==> config.mk <==
export PLATFORM = sky130hd
export DESIGN_NAME = apb_master_flat
export DESIGN_NICKNAME = d
export VERILOG_FILES = /design/src/rtl/apb_master_if.sv /design/src/rtl/apb_master.sv /design/src/flat_wrapper.sv
export SDC_FILE = /design/constraint.sdc
export NUM_CORES = 1
export LEC_CHECK = 0
export CORE_MARGIN = 10
export CORE_UTILIZATION = 41
export DETAILED_ROUTE_END_ITERATION = 8
export PLACE_DENSITY = 0.92
export SYNTH_ARGS = -nofsm -noshare
export SYNTH_HDL_FRONTEND = slang
export SYNTH_SLANG_ARGS = --single-unit
export TNS_END_PERCENT = 50
==> constraint.sdc <==
create_clock -name PCLK -period 2.05 [get_ports PCLK]
set_clock_uncertainty 0.05 [all_clocks]
set_input_delay 0.41 -clock PCLK [delete_from_list [all_inputs] [get_ports PCLK]]
set_output_delay 0.41 -clock PCLK [all_outputs]
set_load 0.01 [all_outputs]
==> src/rtl/apb_master_if.sv <==
// apb_master_if: command/response and APB requester bundle for apb_master
interface apb_master_if #(
  parameter int ADDR_WIDTH = 8,
  parameter int DATA_WIDTH = 32
);
  logic                  cmd_valid;
  logic                  cmd_ready;
  logic                  cmd_write;
  logic [ADDR_WIDTH-1:0] cmd_addr;
  logic [DATA_WIDTH-1:0] cmd_wdata;
  logic                  rsp_valid;
  logic                  rsp_ready;
  logic [DATA_WIDTH-1:0] rsp_rdata;
  logic                  rsp_timeout;
  logic                  PSEL;
  logic                  PENABLE;
  logic                  PWRITE;
  logic [ADDR_WIDTH-1:0] PADDR;
  logic [DATA_WIDTH-1:0] PWDATA;
  logic [DATA_WIDTH-1:0] PRDATA;
  logic                  PREADY;
  modport master (
    input  cmd_valid, cmd_write, cmd_addr, cmd_wdata, rsp_ready, PRDATA, PREADY,
    output cmd_ready, rsp_valid, rsp_rdata, rsp_timeout, PSEL, PENABLE, PWRITE, PADDR, PWDATA
  );
  modport slave (
    output cmd_valid, cmd_write, cmd_addr, cmd_wdata, rsp_ready, PRDATA, PREADY,
    input  cmd_ready, rsp_valid, rsp_rdata, rsp_timeout, PSEL, PENABLE, PWRITE, PADDR, PWDATA
  );
endinterface

==> src/rtl/apb_master.sv <==
// apb_master: single-outstanding APB requester with wait-state timeout
module apb_master #(
  parameter int ADDR_WIDTH = 8,
  parameter int DATA_WIDTH = 32,
  parameter int TIMEOUT    = 16
) (
  input logic         PCLK,
  input logic         PRESETn,
  apb_master_if.master bus
);
  typedef enum logic [1:0] {IDLE, SETUP, ACCESS, RESP} state_t;
  localparam int CW = $clog2(TIMEOUT) + 1;
  state_t                r_state, w_next;
  logic [CW-1:0]         r_cnt;
  logic                  r_pwrite;
  logic [ADDR_WIDTH-1:0] r_paddr;
  logic [DATA_WIDTH-1:0] r_pwdata;
  logic [DATA_WIDTH-1:0] r_rdata;
  logic                  r_timeout;
  logic                  w_done;
  // counter stops at TIMEOUT-1, where the abort fires, so it never wraps
  assign w_done = bus.PREADY || (r_cnt == CW'(TIMEOUT - 1));
  always_comb begin
    w_next = r_state;
    unique case (r_state)
      IDLE:   w_next = bus.cmd_valid ? SETUP : IDLE;
      SETUP:  w_next = ACCESS;
      ACCESS: w_next = w_done ? RESP : ACCESS;
      RESP:   w_next = bus.rsp_ready ? IDLE : RESP;
    endcase
  end
  always_ff @(posedge PCLK or negedge PRESETn) begin
    if (!PRESETn) begin
      r_state   <= IDLE;
      r_cnt     <= '0;
      r_pwrite  <= 1'b0;
      r_paddr   <= '0;
      r_pwdata  <= '0;
      r_rdata   <= '0;
      r_timeout <= 1'b0;
    end else begin
      r_state <= w_next;
      if (r_state == IDLE && bus.cmd_valid) begin
        r_pwrite <= bus.cmd_write;
        r_paddr  <= bus.cmd_addr;
        r_pwdata <= bus.cmd_wdata;
      end
      if (r_state == SETUP)
        r_cnt <= '0;
      else if (r_state == ACCESS && !w_done)
        r_cnt <= r_cnt + 1'b1;
      if (r_state == ACCESS && w_done) begin
        r_rdata   <= (bus.PREADY && !r_pwrite) ? bus.PRDATA : '0;
        r_timeout <= !bus.PREADY;
      end
    end
  end
  assign bus.cmd_ready   = r_state == IDLE;
  assign bus.rsp_valid   = r_state == RESP;
  assign bus.PSEL        = r_state == SETUP || r_state == ACCESS;
  assign bus.PENABLE     = r_state == ACCESS;
  assign bus.PWRITE      = r_pwrite;
  assign bus.PADDR       = r_paddr;
  assign bus.PWDATA      = r_pwdata;
  assign bus.rsp_rdata   = r_rdata;
  assign bus.rsp_timeout = r_timeout;
endmodule

==> src/flat_wrapper.sv <==
// flat-port wrapper written by rule: the top's interface ports become plain ports
module apb_master_flat 
#(
  parameter int ADDR_WIDTH = 8,
  parameter int DATA_WIDTH = 32,
  parameter int TIMEOUT    = 16
)
  (PCLK, PRESETn, bus_cmd_valid, bus_cmd_write, bus_cmd_addr, bus_cmd_wdata, bus_rsp_ready, bus_PRDATA, bus_PREADY, bus_cmd_ready, bus_rsp_valid, bus_rsp_rdata, bus_rsp_timeout, bus_PSEL, bus_PENABLE, bus_PWRITE, bus_PADDR, bus_PWDATA);
  apb_master_if #(.ADDR_WIDTH(ADDR_WIDTH), .DATA_WIDTH(DATA_WIDTH)) bus_i ();
  input logic PCLK;
  input logic PRESETn;
  input wire logic [$bits(bus_i.cmd_valid)-1:0] bus_cmd_valid;
  input wire logic [$bits(bus_i.cmd_write)-1:0] bus_cmd_write;
  input wire logic [$bits(bus_i.cmd_addr)-1:0] bus_cmd_addr;
  input wire logic [$bits(bus_i.cmd_wdata)-1:0] bus_cmd_wdata;
  input wire logic [$bits(bus_i.rsp_ready)-1:0] bus_rsp_ready;
  input wire logic [$bits(bus_i.PRDATA)-1:0] bus_PRDATA;
  input wire logic [$bits(bus_i.PREADY)-1:0] bus_PREADY;
  output wire logic [$bits(bus_i.cmd_ready)-1:0] bus_cmd_ready;
  output wire logic [$bits(bus_i.rsp_valid)-1:0] bus_rsp_valid;
  output wire logic [$bits(bus_i.rsp_rdata)-1:0] bus_rsp_rdata;
  output wire logic [$bits(bus_i.rsp_timeout)-1:0] bus_rsp_timeout;
  output wire logic [$bits(bus_i.PSEL)-1:0] bus_PSEL;
  output wire logic [$bits(bus_i.PENABLE)-1:0] bus_PENABLE;
  output wire logic [$bits(bus_i.PWRITE)-1:0] bus_PWRITE;
  output wire logic [$bits(bus_i.PADDR)-1:0] bus_PADDR;
  output wire logic [$bits(bus_i.PWDATA)-1:0] bus_PWDATA;
  assign bus_i.cmd_valid = bus_cmd_valid;
  assign bus_i.cmd_write = bus_cmd_write;
  assign bus_i.cmd_addr = bus_cmd_addr;
  assign bus_i.cmd_wdata = bus_cmd_wdata;
  assign bus_i.rsp_ready = bus_rsp_ready;
  assign bus_i.PRDATA = bus_PRDATA;
  assign bus_i.PREADY = bus_PREADY;
  assign bus_cmd_ready = bus_i.cmd_ready;
  assign bus_rsp_valid = bus_i.rsp_valid;
  assign bus_rsp_rdata = bus_i.rsp_rdata;
  assign bus_rsp_timeout = bus_i.rsp_timeout;
  assign bus_PSEL = bus_i.PSEL;
  assign bus_PENABLE = bus_i.PENABLE;
  assign bus_PWRITE = bus_i.PWRITE;
  assign bus_PADDR = bus_i.PADDR;
  assign bus_PWDATA = bus_i.PWDATA;
  apb_master #(.ADDR_WIDTH(ADDR_WIDTH), .DATA_WIDTH(DATA_WIDTH), .TIMEOUT(TIMEOUT)) u_core (.PCLK(PCLK), .PRESETn(PRESETn), .bus(bus_i));
endmodule
* Yosys cells after proc, flatten, opt, wreduce, memory -nomap -nowiden
Cells that the tools add are included.
** Storage, ports and cells
- Register bits :: 81
- Bits of input ports :: 78
- Output and inout bits :: 78
- Logic and storage cells :: 30
** Operators by class
- Add/sub/neg operators :: 1
- Equal/unequal tests :: 4
- Mux-type cells :: 7
- Reductions and logical operators :: 11
** Operators by type and width (number)
- two-way mux 32 bit :: 1
- two-way mux 5 bit :: 2
- case mux 2 bit (4 select lines) :: 1
- adder 5 x 1 -> 5 bit (second input constant) :: 1
- equality test 5 x 4 -> 1 bit (second input constant) :: 1
- equality test 2 bit (second input constant) :: 2
- logical AND 1 bit :: 4
- zero test 1 bit :: 3
- equality test 2 x 1 -> 1 bit (second input constant) :: 1
- zero test 2 bit :: 1
- logical OR 1 bit :: 2
- two-way mux 1 bit :: 2
- two-way mux 2 bit :: 1
- nonzero test 2 bit :: 1

* Logic depth before layout (Yosys ltp)
Gate-level depths: netlist (run 1).
- Word-level depth :: 6
- Gate-level depth with buffers :: 8
- Mapped depth without buffers :: 6

* Worst setup path before layout (run 1)
No wires, ideal clock.
- Kind :: flip-flop to flip-flop
- From :: register u_core.r_cnt[0]
- To :: register u_core.r_rdata[28], in the netlist u_core.bus.rsp_rdata[28]
- Setup time :: 0.077 ns
- Arrival time :: 1.617 ns
- Setup slack :: 0.306 ns
- Stages on the path, launching flop included :: 9
- Buffers on the path :: 2
- Path through :: dfrtp_1 -> ha_1 -> and3_1 -> ha_1 -> o21ai_2 -> buf_4 -> buf_2 -> nand2_1 -> o21ai_1
** On the way
- Word-level cells in the longest chain between the ends :: 3
** Ends and longest elaborated chain
- start: declaration :: line apb_master.sv:14 : logic [CW-1:0] r_cnt;
- start signal: assignment :: line apb_master.sv:51 : r_cnt <= r_cnt + 1'b1;
- equality test 5 x 4 -> 1 bit :: line apb_master.sv:22 : assign w_done = bus.PREADY || (r_cnt == CW'(TIMEOUT - 1));
- logical OR 1 bit :: line apb_master.sv:22
- logical AND 1 bit :: line apb_master.sv:52 : if (r_state == ACCESS && w_done) begin
- end signal: assignment :: line apb_master.sv:53 : r_rdata <= (bus.PREADY && !r_pwrite) ? bus.PRDATA : '0;
- end: declaration :: line apb_master.sv:18 : logic [DATA_WIDTH-1:0] r_rdata;
No other way between the ends.
A chain may end at the register's enable or synchronous reset.

* Worst setup path in the final report (run 1)
- From :: register u_core.r_state[1]
- To :: output port bus_PSEL
** On the way
- Word-level cells in the longest chain between the ends :: 2
** Ends and longest elaborated chain
- start: declaration :: line apb_master.sv:13 : state_t r_state, w_next;
- start signal: assignment :: line apb_master.sv:42 : r_state <= w_next;
- equality test 2 x 1 -> 1 bit / equality test 2 bit (equally long branches) :: line apb_master.sv:60 : assign bus.PSEL = r_state == SETUP || r_state == ACCESS;
- logical OR 1 bit (*) :: line apb_master.sv:60
- end: declaration :: line flat_wrapper.sv:23 : output wire logic [$bits(bus_i.PSEL)-1:0] bus_PSEL;
Every way passes the cells marked *; elsewhere a longest branch is shown, timed or not.

==> impl_metrics.csv, run 1 <==
group,metric,value,unit
critical_path,r2r_start,"u_core.r_cnt[0]",
pwr,ir_worst_vdd,957,µV
sta,post-route-min-period,1890,ps
die,dieArea,11900,µm²
placed_design,dp_hpwl,7150,µm
global_route,grt_pass1_vias,2760,
die,initial_core_util,42.0,%
drt,ant_nets,0,
synthesis,seq_area_frac_synth,62.5,%
final_layout,multi_input_area,1120,µm²
drt,wire_per_inst,17.0,µm
global_route,grt_pass1_wl,14000,µm
synthesis,yosys_warnings,0,
die,die_h,109,µm
sta,worstMarginPinSlew,427,ps
drt,drtPass1Iterations,4,
pwr,p_int,0.00509,W
pwr,p_leak,2.19,nW
synthesis,syn_area_per_cell,12.1,µm²
flow_run,drv_cap,0,
clocking,cts_tree,"done",
final_layout,fill_cells,563,
critical_path,cp-end-kind,"primary output",
drt,drt_wl_total,9070,µm
drt,drt-vias-per-instance,4.69,
synthesis,synthesis.area,3250,µm²
sta,report.final.slew_viol_count,0,
global_route,antenna_found_initial,0,
synthesis,synth_top_area_cell,"dfrtp_1",
clocking,clkTransAtPathRegs,90,ps
sta,rsz0062_at_grt,"false",
clocking,cts_max_level,3,
critical_path,critical_path_class,"reg -> out",
sta,setup_viol,0,
clocking,insertion_delay,340,ps
clocking,numCtsBuffers,9,
sta,hold_violations,0,
final_layout,final_cell_mix,"150 x clkdlybuf4s50_1, 81 x dfrtp_1, 65 x nand2_1",
pwr,powerDensity,1480,nW/µm²
global_route,grt-ovfl-total,0,
sta,tns,0,ps
global_route,track_usage,15.2,%
drt,routed-via-count,2493,
synthesis,synth_cell_types,25,
clocking,hold_buffers,0,
outcome,outcome,"completed",
pwr,combinationalPowerShare,45.9,%
pwr,p_sw,0.00252,W
sta,fmax,530,MHz
sta,timing.final.crit_share,92.1,%
synthesis,syn_nets,352,
die,rows,32,
die,placeableCoreArea,7730,µm²
clocking,cts_setup_buffers,0,
clocking,cts_sinks,81,
clocking,cts_root_buf,"clkbuf_8",
die,io-pin-count,156,
final_layout,areaGrowthSynthToFinish,58.4,%
pwr,seq_power_share,37.0,%
placed_design,port_buffers,155,
critical_path,start_kind,"flip-flop",
final_layout,n_antenna_cell,0,
drt,drcViolationCount,0,
final_layout,layout_commonest_cell,"clkdlybuf4s50_1",
sta,holdWs,4.00,ps
synthesis,synth_top_area_share,62.5,%
final_layout,layout.nets,509,
min_path,min_path_type,"in -> async",
clocking,clk_path_buf_depth,2,
critical_path,worstPathMaxFanout,5,
critical_path,crit_start,"u_core.r_state[1]",
drt,drt-initial-drc-count,78,
synthesis,synth.area.top_cells,"dfrtp_1 62%, mux2_1 14%, nand2_1 7.6%",
final_layout,seq_area,2030,µm²
sta,slew_headroom,71.5,%
synthesis,syn_inst,268,
die,die_w,109,µm
pwr,power_frac_clock,17.2,%
pwr,switching_share,33.1,%
placed_design,place_congestion,0.755,
global_route,grt_max_degree,82,
critical_path,cp.arrival,1430,ps
critical_path,critPathRequiredTime,1590,ps
final_layout,drive_gt1_share,6.28,%
synthesis,ys_seq_elements,81,
-- per-layer routing --
layer / vias up / GRT usage (%) / routed length (µm)
met5: - / 0 / 0
met4: 0 / 3.67 / 76
met3: 10 / 5.66 / 665
met2: 89 / 28.5 / 4860
met1: 1189 / 15.4 / 3470
li1: 1205 / - / -
-- metrics by stage --
step | utilization (%) | power [W] | cells | instance area (µm²) | setup slack [ps]
after floorplan | - | 0.00426 | 268 | 3250 | 306
after detailed placement | 63.6 | 0.00646 | 516 | 4920 | 170
after global routing | 66.5 | 0.00811 | 532 | 5140 | 57.3
after global placement | 63.6 | 0.00628 | 516 | 4920 | 193
after CTS | 66.5 | 0.00774 | 532 | 5140 | 38.2
final | 66.5 | 0.00761 | 532 | 5140 | 163
-- synth_stat cells --
master    instances
a211oi_1          1
a21o_1            1
a21oi_1           1
and2b_1           1
and3_1            2
and4bb_1          1
buf_1             1
buf_2             7
buf_4             3
buf_6             3
clkbuf_1          1
dfrtp_1          81
ha_1              6
inv_1             4
mux2_1           41
mux2i_1           1
nand2_1          66
nand3_1           1
nor2_1            4
nor2b_1           2
nor3b_4           1
o21ai_0           2
o21ai_1          34
o21ai_2           1
xnor2_1           2
-- repair_timing --
| action | 4_1_cts | 5_1_grt |
|---|---|---|
| endpoints found under the setup margin | 3 | 1 |
| pin swaps | 0 | 0 |
| cloned | 0 | 0 |
| endpoints found under the hold margin | 0 | 0 |
| resized for setup | 4 | 1 |
-- critical path, cell delays in order, from the launching register on --
cell and delay, ps:
dfrtp_1 430, inv_1 90, ha_1 270, dlygate4sd2_1 290
-- final cells by class --
class | count | area share (%)
inverters | 4 | 0.292
well taps | 102 | 2.48
clock inverters | 7 | 1.97
repair buffers | 161 | 31.7
multi-input cells | 168 | 21.7
flip-flops and latches | 81 | 39.4
clock buffers | 9 | 2.41
-- sequential cells by signal (all words and copies together), names as in the netlist --
name	cells
u_core.r_cnt	5
u_core.bus.rsp_timeout	1
u_core.bus.PWDATA	32
u_core.bus.PADDR	8
u_core.r_state	2
u_core.bus.rsp_rdata	32
u_core.bus.PWRITE	1
-- cell families after synthesis --
group / share of synthesized area, %
compound gates: 6.44
simple gates: 10.2
mux: 14.5
xor+xnor: 0.540
buf+inv: 3.51
fa+ha+maj: 2.31
flops: 62.5
-- power by group through the flow --
stage / sequential (W) / combinational [W] / clock [W]
global route: 0.00291 / 0.00378 / 0.00142
global placement: 0.00278 / 0.00350 / 0
floorplan: 0.00317 / 0.00109 / 0
finish: 0.00281 / 0.00349 / 0.00131
CTS: 0.00282 / 0.00359 / 0.00133
detailed placement: 0.00285 / 0.00360 / 0
-- worst paths after layout --
kind	to	slack [ps]	cells after the start
setup / recovery	bus_PSEL	160	3
hold / removal	u_core.bus.PWDATA[7]	4	2
setup reg to reg	u_core.r_cnt[1]	180	6
hold reg to reg	u_core.bus.rsp_rdata[17]	440	2
max in group asynchronous	u_core.r_cnt[0]	1580	2
min in group PCLK	u_core.bus.rsp_rdata[17]	440	2
No activity file was read; power rests on OpenSTA's default activity.
==> run 2: changes to the inputs <==
Settings changed: TNS_END_PERCENT 50 to unset.
==> run 2 against run 1 <==
Effect of this change:
- clock power is essentially flat
- sequential share of layout area is 0.17 points lower
- critical path depth up 3
- power grew 0.44%
- hold slack improved by 0.77 ps
- routed wire length rose by 0.14%
- first-iteration DRC count stayed put
- count of clock-buffer cells in the layout is the same
- global-route usage barely moved
- largest power group unchanged
==> impl_metrics.csv, run 2 (synthesis gave the netlist of run 1 again) <==
group,metric,value,unit
sta,rsz0062_at_grt,"false",
critical_path,cp-end-kind,"flip-flop",
critical_path,cp.arrival,2060,ps
die,io-pin-count,156,
placed_design,port_buffers,155,
clocking,insertion_delay,340,ps
die,dieArea,11900,µm²
final_layout,drive_gt1_share,6.93,%
placed_design,place_congestion,0.755,
final_layout,postLayoutCoreUtil,66.8,%
sta,post-route-min-period,1880,ps
critical_path,cp.buffers_inverters,0,
placed_design,dp_cells,516,
pwr,ir_worst_vdd,958,µV
drt,drt_wl_total,9080,µm
placed_design,place_area,4920,µm²
critical_path,critPathRequiredTime,2230,ps
sta,worstMarginPinSlew,427,ps
pwr,p_leak,2.21,nW
sta,report.final.slew_viol_count,0,
final_layout,stdcell_count,535,
sta,setup_viol,0,
final_layout,postLayoutCellArea,5160,µm²
critical_path,worstPathCellList,"ha_1 -> and3_1 -> ha_1 -> nor3b_4 -> mux2i_1 -> nor2_1",
critical_path,rrSetupSlack,170,ps
drt,drtPass1Iterations,4,
drt,drcViolationCount,0,
pwr,powerDensity,1480,nW/µm²
final_layout,final_cell_mix,"150 x clkdlybuf4s50_1, 81 x dfrtp_1, 65 x nand2_1",
critical_path,slowest_delay,410,ps
critical_path,timing.rr.end,"u_core.r_cnt[1]",
critical_path,crit_family,"simple AND/OR/NAND/NOR gates",
global_route,grt-ovfl-total,0,
drt,routed-via-count,2504,
die,die_h,109,µm
min_path,min_path_type,"in -> async",
sta,slew_headroom,71.5,%
global_route,grt_pass1_vias,2776,
flow_run,drv_cap,0,
clocking,cts_root_buf,"clkbuf_8",
outcome,outcome,"completed",
die,initial_core_util,42.0,%
global_route,grt_max_degree,82,
critical_path,start_kind,"flip-flop",
final_layout,n_antenna_cell,0,
sta,tns,0,ps
global_route,antenna_found_initial,0,
clocking,cts_sinks,81,
clocking,clkTransAtPathRegs,90,ps
critical_path,cpMaxStageDelayCell,"dfrtp_1",
critical_path,path_depth,6,
die,die_w,109,µm
drt,wire_per_inst,17.0,µm
clocking,cts_tree,"done",
clocking,clk_path_buf_depth,2,
placed_design,dp_hpwl,7150,µm
sta,fmax,533,MHz
sta,timing.final.crit_share,91.5,%
drt,drt-initial-drc-count,78,
clocking,numCtsBuffers,9,
global_route,grt_pass1_wl,14000,µm
die,placeableCoreArea,7730,µm²
sta,hold_violations,0,
final_layout,layout.nets,512,
final_layout,areaGrowthSynthToFinish,59.1,%
drt,drt-vias-per-instance,4.68,
clocking,cts_max_level,3,
critical_path,worstPathMaxFanout,6,
drt,ant_nets,0,
critical_path,cp_common_cell,"ha_1",
final_layout,fill_cells,561,
critical_path,critical_path_class,"reg -> reg",
final_layout,layout_commonest_cell,"clkdlybuf4s50_1",
critical_path,reg2reg_depth,6,
die,rows,32,
critical_path,r2r_start,"u_core.r_cnt[0]",
global_route,track_usage,15.2,%
-- run 2: cell count changes in the layout (fill, tap and decap cells not counted) --
cell / delta
buf_4: +3
-- run 2: how the worst max path moves through the flow --
stage | slack (ps) | end | startpoint
2_1_floorplan | 310 | u_core.bus.rsp_rdata[28] | u_core.r_cnt[0]
6_report | 170 | u_core.r_cnt[1] | u_core.r_cnt[0]
3_5_place_dp | 170 | u_core.r_cnt[1] | u_core.r_cnt[0]
3_3_place_gp | 190 | u_core.r_cnt[1] | u_core.r_cnt[0]
5_1_grt | 60 | u_core.r_cnt[4] | u_core.r_cnt[0]
4_1_cts | 5 | bus_rsp_valid | u_core.r_state[0]
-- run 2: area by class of cell --
cell class / count / area, µm² / share of cell area (%)
Inverter: 4 / 15.0 / 0.291
Multi-Input combinational cell: 168 / 1120 / 21.6
Sequential cell: 81 / 2030 / 39.2
Clock buffer: 9 / 124 / 2.40
Tap cell: 102 / 128 / 2.47
Clock inverter: 7 / 101 / 1.96
Timing Repair Buffer: 164 / 1650 / 32.0
-- run 2: power breakdown --
part	switching [W]	total, W	leakage, nW	internal (W)
Sequential	0.000414	0.00280	1.02	0.00239
Clock	0.000610	0.00131	0.106	0.000696
Combinational	0.00150	0.00354	1.08	0.00204
Total	0.00252	0.00764	2.21	0.00512
-- run 2: worst reg2reg max path: stages (launching register included) --
cell and delay, ps:
dfrtp_1 410, ha_1 230, and3_1 190, ha_1 270, nor3b_4 340, mux2i_1 230, nor2_1 50
-- run 2: stage by stage --
step | hold slack [ps] | total power (W) | setup WS [ps]
final | 4.77 | 0.00764 | 174
after floorplan | 64.4 | 0.00426 | 306
after CTS | 35.5 | 0.00778 | 4.54
after global placement | 417 | 0.00628 | 193
after detailed placement | 424 | 0.00646 | 170
after global routing | 31.2 | 0.00815 | 57.3
-- run 2: per-layer routing --
| layer | part of all wire [%] | wire (µm) | up-vias | global-route usage (%) |
|---|---|---|---|---|
| met5 | 0 | 0 | - | 0 |
| met4 | 0.69 | 63 | 0 | 3.67 |
| met3 | 7.3 | 665 | 9 | 5.66 |
| met2 | 54 | 4890 | 85 | 28.7 |
| met1 | 38 | 3470 | 1199 | 15.4 |
| li1 | - | - | 1211 | - |
-- run 2: repair_timing --
item                       CTS  global route
hold buffers                 0             0
setup buffers                3             0
gates resized for setup      4             1
setup endpoints to repair    3             1
==> run 3: changes to the inputs <==
Settings changed: CTS_CLUSTER_DIAMETER set to 30.
==> results of run 3 <==
Same layout as run 2: the final DEF is identical, and so are final timing and power.
